`src/rtl/decode_pkg.sv`:
```
// decode_pkg: shared types and constants for the RV32I decode stage.
//   - RV32I opcode constants (OP_*)
//   - alu_op_e   : ALU operation encoding driven to execute
//   - imm_sel_e  : immediate format selector
//   - opa_sel_e  : operand A source selector
//   - id_ex_t    : control half of the ID/EX pipeline register
//   - arith_alu(): funct3/bit30 to ALU operation for OP and OP-IMM
package decode_pkg;

    localparam int unsigned ALU_W = 4;

    localparam logic [6:0] OP_R      = 7'b0110011;
    localparam logic [6:0] OP_IMM    = 7'b0010011;
    localparam logic [6:0] OP_LOAD   = 7'b0000011;
    localparam logic [6:0] OP_STORE  = 7'b0100011;
    localparam logic [6:0] OP_BRANCH = 7'b1100011;
    localparam logic [6:0] OP_LUI    = 7'b0110111;
    localparam logic [6:0] OP_AUIPC  = 7'b0010111;
    localparam logic [6:0] OP_JAL    = 7'b1101111;
    localparam logic [6:0] OP_JALR   = 7'b1100111;

    typedef enum logic [ALU_W-1:0] {
        ALU_ADD    = 4'd0,
        ALU_SUB    = 4'd1,
        ALU_SLL    = 4'd2,
        ALU_SLT    = 4'd3,
        ALU_SLTU   = 4'd4,
        ALU_XOR    = 4'd5,
        ALU_SRL    = 4'd6,
        ALU_SRA    = 4'd7,
        ALU_OR     = 4'd8,
        ALU_AND    = 4'd9,
        ALU_PASS_B = 4'd10
    } alu_op_e;

    typedef enum logic [2:0] {
        IMM_I,
        IMM_S,
        IMM_B,
        IMM_U,
        IMM_J,
        IMM_NONE
    } imm_sel_e;

    typedef enum logic [1:0] {
        OPA_RS1,
        OPA_PC,
        OPA_ZERO
    } opa_sel_e;

    typedef struct packed {
        logic    valid;
        alu_op_e alu_op;
        logic    reg_write;
        logic    mem_read;
        logic    mem_write;
        logic    branch;
        logic    jump;
    } id_ex_t;

    // bit30 selects SUB only for register-register ops; SRA/SRAI use it in both.
    function automatic alu_op_e arith_alu(input logic [2:0] funct3,
                                          input logic       bit30,
                                          input logic       is_reg);
        alu_op_e op;
        case (funct3)
            3'b000:  op = (is_reg && bit30) ? ALU_SUB : ALU_ADD;
            3'b001:  op = ALU_SLL;
            3'b010:  op = ALU_SLT;
            3'b011:  op = ALU_SLTU;
            3'b100:  op = ALU_XOR;
            3'b101:  op = bit30 ? ALU_SRA : ALU_SRL;
            3'b110:  op = ALU_OR;
            default: op = ALU_AND;
        endcase
        return op;
    endfunction

endpackage

```
`src/rtl/decode_stage_pipe_ctrl.sv`:
```
// decode_ctrl: combinational opcode/funct3/bit30 decoder.
// Ports:
//   opcode_i, funct3_i, funct7_5_i : instruction fields (funct7_5_i = instr[30])
//   known_o                        : opcode is one of the supported RV32I formats
//   reg_write_o .. jump_o          : control flags
//   use_rs1_o, use_rs2_o           : source registers actually read (hazard check)
//   imm_sel_o, opa_sel_o, opb_rs2_o: datapath selectors
//   alu_op_o                       : ALU operation
module decode_ctrl
    import decode_pkg::*;
(
    input  logic [6:0] opcode_i,
    input  logic [2:0] funct3_i,
    input  logic       funct7_5_i,
    output logic       known_o,
    output logic       reg_write_o,
    output logic       mem_read_o,
    output logic       mem_write_o,
    output logic       branch_o,
    output logic       jump_o,
    output logic       use_rs1_o,
    output logic       use_rs2_o,
    output imm_sel_e   imm_sel_o,
    output opa_sel_e   opa_sel_o,
    output logic       opb_rs2_o,
    output alu_op_e    alu_op_o
);

    always_comb begin
        known_o     = 1'b0;
        reg_write_o = 1'b0;
        mem_read_o  = 1'b0;
        mem_write_o = 1'b0;
        branch_o    = 1'b0;
        jump_o      = 1'b0;
        use_rs1_o   = 1'b1;
        use_rs2_o   = 1'b0;
        imm_sel_o   = IMM_NONE;
        opa_sel_o   = OPA_RS1;
        opb_rs2_o   = 1'b0;
        alu_op_o    = ALU_ADD;

        case (opcode_i)
            OP_R: begin
                known_o     = 1'b1;
                reg_write_o = 1'b1;
                use_rs2_o   = 1'b1;
                opb_rs2_o   = 1'b1;
                alu_op_o    = arith_alu(funct3_i, funct7_5_i, 1'b1);
            end
            OP_IMM: begin
                known_o     = 1'b1;
                reg_write_o = 1'b1;
                imm_sel_o   = IMM_I;
                alu_op_o    = arith_alu(funct3_i, funct7_5_i, 1'b0);
            end
            OP_LOAD: begin
                known_o     = 1'b1;
                reg_write_o = 1'b1;
                mem_read_o  = 1'b1;
                imm_sel_o   = IMM_I;
            end
            OP_STORE: begin
                known_o     = 1'b1;
                mem_write_o = 1'b1;
                use_rs2_o   = 1'b1;
                imm_sel_o   = IMM_S;
            end
            OP_BRANCH: begin
                known_o     = 1'b1;
                branch_o    = 1'b1;
                use_rs2_o   = 1'b1;
                opb_rs2_o   = 1'b1;
                imm_sel_o   = IMM_B;
                alu_op_o    = ALU_SUB;
            end
            OP_LUI: begin
                known_o     = 1'b1;
                reg_write_o = 1'b1;
                use_rs1_o   = 1'b0;
                imm_sel_o   = IMM_U;
                opa_sel_o   = OPA_ZERO;
            end
            OP_AUIPC: begin
                known_o     = 1'b1;
                reg_write_o = 1'b1;
                use_rs1_o   = 1'b0;
                imm_sel_o   = IMM_U;
                opa_sel_o   = OPA_PC;
            end
            OP_JAL: begin
                known_o     = 1'b1;
                reg_write_o = 1'b1;
                jump_o      = 1'b1;
                use_rs1_o   = 1'b0;
                imm_sel_o   = IMM_J;
                opa_sel_o   = OPA_PC;
            end
            OP_JALR: begin
                known_o     = 1'b1;
                reg_write_o = 1'b1;
                jump_o      = 1'b1;
                imm_sel_o   = IMM_I;
            end
            default: ;
        endcase
    end

endmodule

```
`src/rtl/decode_stage_pipe.sv`:
```
// decode_stage_pipe: pipelined RV32I decode stage with register file and ID/EX register.
// Optional feature macro: WB_BYPASS_EN (write-first forwarding of wb_data_i to reads).
// Ports:
//   clk, rst                       : clock, synchronous active-high reset
//   if_valid_i / if_ready_o        : fetch handshake; instruction_i, pc_i payload
//   flush_i                        : drop held entry and incoming instruction
//   wb_en_i, wb_rd_i, wb_data_i    : register file write-back
//   ex_ready_i / ex_valid_o        : execute handshake on the ID/EX register
//   alu_control_o, opa_o, opb_o, rs2_data_o, imm_o, pc_o, rd_o : ID/EX payload
//   reg_write_o, mem_read_o, mem_write_o, branch_o, jump_o     : ID/EX control flags
module decode_stage_pipe
    import decode_pkg::*;
#(
    parameter int unsigned DATA_WIDTH  = 32,
    parameter int unsigned INSTRUCTION = 32,
    parameter int unsigned ALU_CONTROL = 4,
    parameter int unsigned REG_COUNT   = 32,
    localparam int unsigned RW         = $clog2(REG_COUNT)
) (
    input  logic                   clk,
    input  logic                   rst,
    input  logic                   if_valid_i,
    output logic                   if_ready_o,
    input  logic [INSTRUCTION-1:0] instruction_i,
    input  logic [DATA_WIDTH-1:0]  pc_i,
    input  logic                   flush_i,
    input  logic                   wb_en_i,
    input  logic [RW-1:0]          wb_rd_i,
    input  logic [DATA_WIDTH-1:0]  wb_data_i,
    input  logic                   ex_ready_i,
    output logic                   ex_valid_o,
    output logic [ALU_CONTROL-1:0] alu_control_o,
    output logic [DATA_WIDTH-1:0]  opa_o,
    output logic [DATA_WIDTH-1:0]  opb_o,
    output logic [DATA_WIDTH-1:0]  rs2_data_o,
    output logic [DATA_WIDTH-1:0]  imm_o,
    output logic [DATA_WIDTH-1:0]  pc_o,
    output logic [RW-1:0]          rd_o,
    output logic                   reg_write_o,
    output logic                   mem_read_o,
    output logic                   mem_write_o,
    output logic                   branch_o,
    output logic                   jump_o
);

    // Instruction fields
    logic [RW-1:0] rs1_addr, rs2_addr, rd_addr;
    assign rs1_addr = RW'(instruction_i[19:15]);
    assign rs2_addr = RW'(instruction_i[24:20]);
    assign rd_addr  = RW'(instruction_i[11:7]);

    // Control decode
    logic     known, reg_write, mem_read, mem_write, branch, jump;
    logic     use_rs1, use_rs2, opb_rs2;
    imm_sel_e imm_sel;
    opa_sel_e opa_sel;
    alu_op_e  alu_op;

    decode_ctrl u_ctrl (
        .opcode_i    (instruction_i[6:0]),
        .funct3_i    (instruction_i[14:12]),
        .funct7_5_i  (instruction_i[30]),
        .known_o     (known),
        .reg_write_o (reg_write),
        .mem_read_o  (mem_read),
        .mem_write_o (mem_write),
        .branch_o    (branch),
        .jump_o      (jump),
        .use_rs1_o   (use_rs1),
        .use_rs2_o   (use_rs2),
        .imm_sel_o   (imm_sel),
        .opa_sel_o   (opa_sel),
        .opb_rs2_o   (opb_rs2),
        .alu_op_o    (alu_op)
    );

    // Register file
    logic [DATA_WIDTH-1:0] rf_q [REG_COUNT];

    always_ff @(posedge clk) begin
        if (rst) begin
            for (int unsigned i = 0; i < REG_COUNT; i++) begin
                rf_q[i] <= '0;
            end
        end else if (wb_en_i && (wb_rd_i != '0)) begin
            rf_q[wb_rd_i] <= wb_data_i;
        end
    end

    logic [DATA_WIDTH-1:0] rs1_data, rs2_data;

    always_comb begin
        rs1_data = (rs1_addr == '0) ? '0 : rf_q[rs1_addr];
        rs2_data = (rs2_addr == '0) ? '0 : rf_q[rs2_addr];
`ifdef WB_BYPASS_EN
        if (wb_en_i && (wb_rd_i != '0) && (wb_rd_i == rs1_addr)) rs1_data = wb_data_i;
        if (wb_en_i && (wb_rd_i != '0) && (wb_rd_i == rs2_addr)) rs2_data = wb_data_i;
`endif
    end

    // Immediate generation (32-bit RV32I immediates, then sign-extended to DATA_WIDTH)
    logic signed [31:0]    imm32;
    logic [DATA_WIDTH-1:0] imm_ext;

    always_comb begin
        imm32 = '0;
        case (imm_sel)
            IMM_I: imm32 = {{20{instruction_i[31]}}, instruction_i[31:20]};
            IMM_S: imm32 = {{20{instruction_i[31]}}, instruction_i[31:25], instruction_i[11:7]};
            IMM_B: imm32 = {{19{instruction_i[31]}}, instruction_i[31], instruction_i[7],
                            instruction_i[30:25], instruction_i[11:8], 1'b0};
            IMM_U: imm32 = {instruction_i[31:12], 12'b0};
            IMM_J: imm32 = {{11{instruction_i[31]}}, instruction_i[31], instruction_i[19:12],
                            instruction_i[20], instruction_i[30:21], 1'b0};
            default: imm32 = '0;
        endcase
        imm_ext = DATA_WIDTH'(imm32);
    end

    // ID/EX register state
    id_ex_t                ex_q, ex_d;
    logic [DATA_WIDTH-1:0] opa_q, opa_d, opb_q, opb_d, rs2d_q, rs2d_d;
    logic [DATA_WIDTH-1:0] imm_q, imm_d, pc_q, pc_d;
    logic [RW-1:0]         rd_q, rd_d;

    logic hazard, load_en, accept;

    always_comb begin
        hazard = ex_q.valid && ex_q.mem_read && (rd_q != '0) && if_valid_i &&
                 ((use_rs1 && (rs1_addr == rd_q)) || (use_rs2 && (rs2_addr == rd_q)));
        load_en    = !ex_q.valid || ex_ready_i;
        if_ready_o = load_en && !hazard && !flush_i;
        accept     = if_valid_i && if_ready_o;

        // Default: bubble (everything cleared so an invalid entry shows all zeros)
        ex_d   = '0;
        opa_d  = '0;
        opb_d  = '0;
        rs2d_d = '0;
        imm_d  = '0;
        pc_d   = '0;
        rd_d   = '0;

        if (flush_i) begin
            // bubble
        end else if (!load_en) begin
            ex_d   = ex_q;
            opa_d  = opa_q;
            opb_d  = opb_q;
            rs2d_d = rs2d_q;
            imm_d  = imm_q;
            pc_d   = pc_q;
            rd_d   = rd_q;
        end else if (accept && known) begin
            ex_d.valid     = 1'b1;
            ex_d.alu_op    = alu_op;
            ex_d.reg_write = reg_write;
            ex_d.mem_read  = mem_read;
            ex_d.mem_write = mem_write;
            ex_d.branch    = branch;
            ex_d.jump      = jump;
            case (opa_sel)
                OPA_PC:   opa_d = pc_i;
                OPA_ZERO: opa_d = '0;
                default:  opa_d = rs1_data;
            endcase
            opb_d  = opb_rs2 ? rs2_data : imm_ext;
            rs2d_d = rs2_data;
            imm_d  = imm_ext;
            pc_d   = pc_i;
            rd_d   = reg_write ? rd_addr : '0;
        end
    end

    always_ff @(posedge clk) begin
        if (rst) begin
            ex_q   <= '0;
            opa_q  <= '0;
            opb_q  <= '0;
            rs2d_q <= '0;
            imm_q  <= '0;
            pc_q   <= '0;
            rd_q   <= '0;
        end else begin
            ex_q   <= ex_d;
            opa_q  <= opa_d;
            opb_q  <= opb_d;
            rs2d_q <= rs2d_d;
            imm_q  <= imm_d;
            pc_q   <= pc_d;
            rd_q   <= rd_d;
        end
    end

    assign ex_valid_o    = ex_q.valid;
    assign alu_control_o = ALU_CONTROL'(ex_q.alu_op);
    assign opa_o         = opa_q;
    assign opb_o         = opb_q;
    assign rs2_data_o    = rs2d_q;
    assign imm_o         = imm_q;
    assign pc_o          = pc_q;
    assign rd_o          = rd_q;
    assign reg_write_o   = ex_q.reg_write;
    assign mem_read_o    = ex_q.mem_read;
    assign mem_write_o   = ex_q.mem_write;
    assign branch_o      = ex_q.branch;
    assign jump_o        = ex_q.jump;

endmodule

```
`config.mk`:
```
export PLATFORM = sky130hd
export DESIGN_NAME = decode_stage_pipe
export DESIGN_NICKNAME = d
export VERILOG_FILES = /design/src/rtl/decode_pkg.sv /design/src/rtl/decode_stage_pipe_ctrl.sv /design/src/rtl/decode_stage_pipe.sv
export SDC_FILE = /design/constraint.sdc
export NUM_CORES = 2
export LEC_CHECK = 0
export ABC_CLOCK_PERIOD_IN_PS = 3010
export BUFFER_PORTS_ARGS = -buffer_cell sky130_fd_sc_hd__clkbuf_2
export CAP_MARGIN = 20
export CORE_ASPECT_RATIO = 0.6
export CORE_MARGIN = 3
export CORE_UTILIZATION = 50
export CTS_BUF_LIST = sky130_fd_sc_hd__clkbuf_16
export DETAILED_ROUTE_END_ITERATION = 10
export PLACE_DENSITY = 0.75
export SETUP_SLACK_MARGIN = 0.02
export SLEW_MARGIN = 20
export SYNTH_ARGS = -nofsm -noshare
export SYNTH_HDL_FRONTEND = slang
export SYNTH_SLANG_ARGS = --single-unit
```
`constraint.sdc`:
```
create_clock -name clk -period 3.01 [get_ports clk]
set_clock_uncertainty 0.05 [all_clocks]
set_input_delay 0.4515 -clock clk [delete_from_list [all_inputs] [get_ports clk]]
set_output_delay 0.4515 -clock clk [all_outputs]
set_load 0.01 [all_outputs]
```
Word level (Yosys, flattened, before mapping):

Memories as Yosys holds them, arrays and structs flattened.
Cells that the tools add are included.

* register bits after elaboration: 175
* RAM bits: 1024
* input bits: 107
* output and inout bits: 176
* word-level logic and storage cells: 107
* memories kept: 1

* equal/unequal tests: 23
* mux-type cells: 37
* reductions and logical operators: 33

Memory list
* rf_q: words 32, width 32, rd ports 2, clocked after memory_dff 0, wr ports 32, line decode_stage_pipe.sv:78 `logic [DATA_WIDTH-1:0] rf_q [REG_COUNT];`

Operator list (number)
* $mux W32: 9
* $pmux W32 S5: 1
* $pmux W32 S2: 1
* $pmux W4 S7: 2
* $reduce_or A32 Y1: 1
* $eq A7 B6 Y1 const B: 3
* $eq A7 B7 Y1 const B: 3
* $mux W1: 17
* $mux W5: 3
* $pmux W3 S5: 1
* $eq A7 B5 Y1 const B: 2
* $eq A3 B2 Y1 const B: 4
* $eq A3 B3 Y1 const B: 4
* $pmux W4 S3: 1
* $logic_and A1 B1 Y1: 11
* $eq A5 B5 Y1: 2
* $logic_not A5 Y1: 2
* $mux W10: 1
* $reduce_bool A5 Y1: 2
* $reduce_or A2 Y1: 5
* $reduce_or A3 Y1: 3
* $reduce_or A9 Y1: 1
* $eq A7 B2 Y1 const B: 1
* $reduce_or A7 Y1: 1
* other kinds (7): 12

Logic depth before layout (Yosys ltp):

* depth in word-level cells: 12
* mapped depth: 13
* mapped depth without buffers: 10

Cells and area by module:

Synthesis repeated with hierarchy kept, for this count alone.

* cell total of the unflattened synthesis: 4490
* area total of the unflattened synthesis: 61916.9 um^2

By module, submodules not included
* decode_stage_pipe: times used 1, cells an instance 4432, area each 61519.0 um^2, seq. area each 34252.9 um^2
* decode_ctrl: times used 1, cells an instance 58, area each 397.9 um^2, seq. area each 0.0 um^2

Worst setup path before layout:

Ideal clock, no wire load.

* kind: input-to-reg
* start: in instruction_i[4]
* end: reg opa_q[27] (netlist: opa_o[27])
* setup time: 132 ps
* data arrival time: 3033 ps
* data required time: 2828 ps
* setup slack: -205 ps
* stages on the path: 13
* path buffers: 3
* cells stage by stage: clkbuf_1 nor2b_1 nand2_1 nor3_1 clkbuf_1 inv_1 o21ai_0 ha_1 o41ai_1 clkbuf_1 nor3_1 a221oi_1 nor3_1

* longest elaborated chain between the ends: 12
* elaborated cells between the ends (all ways): 30
* those cells by class: 11 x eq/ne; 6 x mux; 13 x reduce/logical

RTL lines
* start, declared: line decode_stage_pipe.sv:24 `input logic [INSTRUCTION-1:0] instruction_i,`
* $eq A7 B6 Y1 (tied with other cells): line decode_stage_pipe_ctrl.sv:43 `case (opcode_i)`
* $reduce_or A3 Y1 (no line)
* $mux W1: line decode_stage_pipe_ctrl.sv:43
* $logic_and A1 B1 Y1: line decode_stage_pipe.sv:130 `((use_rs1 && (rs1_addr == rd_q)) || (use_rs2 && (rs2_addr == rd_q)));`
* $logic_or A1 B1 Y1: line decode_stage_pipe.sv:130
* $logic_and A1 B1 Y1: line decode_stage_pipe.sv:129 `hazard = ex_q.valid && ex_q.mem_read && (rd_q != '0) && if_valid_i &&`
* $logic_not A1 Y1: line decode_stage_pipe.sv:132 `if_ready_o = load_en && !hazard && !flush_i;`
* $logic_and A1 B1 Y1 (2 in a row): line decode_stage_pipe.sv:132
* $logic_and A1 B1 Y1: line decode_stage_pipe.sv:133 `accept = if_valid_i && if_ready_o;`
* $logic_and A1 B1 Y1: line decode_stage_pipe.sv:154 `end else if (accept && known) begin`
* $mux W32 (*): line decode_stage_pipe.sv:154
* end signal, assigned: line decode_stage_pipe.sv:186 `opa_q <= opa_d;`
* end, declared: line decode_stage_pipe.sv:122 `logic [DATA_WIDTH-1:0] opa_q, opa_d, opb_q, opb_d, rs2d_q, rs2d_d;`

Every way passes the cells marked *; elsewhere a longest branch is shown, timed or not.
A chain may end at the register's enable or synchronous reset.

Final worst setup path:

* start: reg rd_q[2] (netlist: rd_o[2])
* end: out if_ready_o

* longest elaborated chain between the ends: 7
* elaborated cells between the ends (all ways): 12
* those cells by class: 2 x eq/ne; 10 x reduce/logical

RTL lines
* start, declared: line decode_stage_pipe.sv:124 `logic [RW-1:0] rd_q, rd_d;`
* start signal, assigned: line decode_stage_pipe.sv:191 `rd_q <= rd_d;`
* $eq A5 B5 Y1 / $reduce_bool A5 Y1 (equally long branches): line decode_stage_pipe.sv:130, decode_stage_pipe.sv:129
* $logic_and A1 B1 Y1, on equally long branches: line decode_stage_pipe.sv:130, decode_stage_pipe.sv:129
* $logic_or A1 B1 Y1 / $logic_and A1 B1 Y1 (equally long branches): line decode_stage_pipe.sv:130, decode_stage_pipe.sv:129
* $logic_and A1 B1 Y1 (*): line decode_stage_pipe.sv:129
* $logic_not A1 Y1 (*): line decode_stage_pipe.sv:132
* $logic_and A1 B1 Y1 (*) (2 in a row): line decode_stage_pipe.sv:132
* end, declared: line decode_stage_pipe.sv:23 `output logic if_ready_o,`

Marks and branches as above.

==> reports/results.ini <==
[clock_network]
clkTransAtPathRegs_ns=0.06
cts_tree=built
cts_buffers=113
htreeDepth=3
clock_path_buffers=3
cts_root_buf=clkbuf_16
worstSkewPairLatency_ns=0.77
clock_sinks=1199

[setup_path]
worstPathRequired_ns=2.51
cp_common_cell=nor4_4
cpMaxStageDelayCell=or4_4
worst-path-max-fanout=2
worstPathCellList=or4_4, o2111ai_4, buf_6, nor4_4, nor4_4, buf_2
worst_setup_path_start_kind=flip-flop
critPathKind=reg -> out
critPathArrivalTime_ns=2.47
crit_path_end_kind=output port
cpPeakStageDelay_ns=0.54

[place]
gp_congestion=0.978
hpwl_mm=160
place_inst=6148
numPortBuffers=282

[synth]
synth_ff_type=edfxtp_1
synth.top_cells.by_area=edfxtp_1, mux4_2, and2_1, dfxtp_1, mux2i_1
synth_area_mm2=0.0613
synth_top_area_share_pct=50.1
synth_commonest_cells=edfxtp_1, and2_1, mux4_2
syn_inst=4313
synth_most_common_cell=edfxtp_1
yosys.area.top_type=edfxtp_1
synth_edf_count=1024
synth-async-reset-ratio_pct=0
syn_area_per_cell_um2=14.2
ys_ff_latch=1199
synth.distinct_cells=64
yosysWarnings=0
yosysSeqAreaShare_pct=55.9

[timing]
max_freq_mhz=336
period_minus_slack_ns=2.97
fin_setup_tns_ns=0
setup_viol=0
fin_crit_sh_pct=98.8
slew_violations=0
max_slew_margin_pct=28.5
tightestPinTransition_ns=1.06
grt_setup_unrepaired=true
hold_viol=0

[route]
drt_iter0_drc=9605
post_drt_wl_per_cell_um=37.9
dr.pass1.iters=6
ant_nets=0
via_per_inst=7.05
wl_mm=243
drc=0
vias=45270

[status]
outcome=finished, final reports clean

[die]
initial_utilization_pct=50.9
rows=98
core_area_mm2=0.120
ios=283
die_h_um=277
dieWidth_um=458
die_area_mm2=0.127

[global_routing]
gr-usage-all-layers_pct=37.8
grt_start_max_net_pins=147
globalRouteOverflowTotal=0
grt_pass1_vias=42469
antenna_found_initial=32
grt_pass1_wl_mm=336

[layout]
layout-drive-gt1-share_pct=30.9
nNetsFinal=4795
post-route-util_pct=59.4
synthToLayoutAreaGrowth_pct=16.6
finalNonFillerCells=6418

[power_and_ir_drop]
irDropWorstVdd_uv=510
power.total_mw=39.5
power.density_mw_per_mm2=552
p_leak_nw=25.8

[worst_hold_path]
hp-class=in -> reg

[flow_run]
drv_cap=0

[metrics by stage]
stage / setup slack, ns / cell area [µm²] / hold WS, ns
after floorplan: 0.0457 / 61500 / 0.420
after global placement: -0.250 / 67400 / 0.384
after detailed placement: -0.252 / 67400 / 0.389
after CTS: -0.0104 / 71400 / 0.00367
after global routing: -0.0599 / 71500 / 0.0301
final: 0.0357 / 71500 / 0.0315
[timing repair]
| item | CTS | global route |
|---|---|---|
| endpoints found under the hold margin | 18 | 0 |
| hold buffers | 19 | 0 |
| cloned | 0 | 0 |
| gates resized for setup | 7 | 5 |
| setup endpoints to repair | 1 | 1 |
| pin swaps | 2 | 5 |
| setup buffers | 3 | 4 |
[layout make-up]
class | count | area [µm²]
well taps | 1600 | 2000
inverters | 6 | 25.0
flip-flops and latches | 1199 | 34300
multi-input cells | 2686 | 25500
repair buffers | 681 | 5810
fillers | 9064 | 48900
clock inverters | 95 | 812
diodes | 31 | 77.6
clock buffers | 120 | 3000
[layout by cell type (no fill, tap or decap), types with 17 or more instances in the layout]
cell type	count
a22o_1	20
o22ai_1	37
edfxtp_1	1024
a221oi_1	48
a211oi_1	22
mux2_2	53
nor4_1	22
and2_1	993
buf_12	104
nor3_1	53
conb_1	32
buf_4	277
diode_2	31
clkinv_2	18
nor2_1	111
a21oi_1	85
clkbuf_16	120
a31oi_1	21
clkbuf_2	272
mux2i_1	153
a22oi_1	124
nand2_1	120
o21ai_1	46
inv_1	25
nor2_2	24
or2_2	32
a21o_1	20
dlygate4sd3_1	19
o21ai_0	17
a32oi_1	29
dfxtp_1	174
mux4_2	493
nor2b_1	31
[where the power goes]
group | leakage [nW] | total, mW | internal (mW) | switching (mW)
registers | 11.2 | 19.3 | 18.8 | 0.513
logic | 12.7 | 5.14 | 2.15 | 2.99
clock network | 1.92 | 15.0 | 8.26 | 6.78
[registers in the layout, indices dropped and copies added (netlist names)]
register,cells
imm_o,32
rd_o,5
opa_o,32
jump_o,1
alu_control_o,4
branch_o,1
rs2_data_o,32
rf_q,1024
mem_read_o,1
ex_valid_o,1
mem_write_o,1
opb_o,32
reg_write_o,1
pc_o,32
[metal layers]
layer  up-vias  wire length, µm  global-route usage, %
met5         -              266                   1.31
met4         6             9850                   12.8
met3       679            51900                   23.5
met2      4948            93500                   48.2
met1     22360            87900                   51.9
li1      17277                -                      -
[critical path, delay by kind of cell, from the launching register on]
family	cells	cell delay [ns]
flip-flops	1	0.34
buffers and inverters	2	0.35
AND/OR/NAND/NOR	3	0.78
AO/OA/AOI/OAI	1	0.26
[worst paths after layout]
path         slack (ns)              from          endpoint  cells after the start
min                0.03          pc_i[26]          pc_o[26]                      3
max                0.04           rd_o[2]        if_ready_o                      6
max reg2reg        0.09           rd_o[2]         opa_o[30]                     12
min reg2reg        0.40  alu_control_o[3]  alu_control_o[3]                      2
[kinds of logic (layout without fill, tap and decap cells)]
logic type,after synthesis,after routing,share of synthesized area [%]
multiplexers,699,699,21.6
adder cells (fa/ha/maj),1,1,0.0204
flip-flops,1199,1199,55.9
AND/OR/NAND/NOR,1452,1452,13.7
buffers and inverters,459,902,3.07
other,1,63,0.00611
AO/OA/AOI/OAI,491,491,5.58
XOR/XNOR,11,11,0.157
No activity file was read; power rests on OpenSTA's default activity.
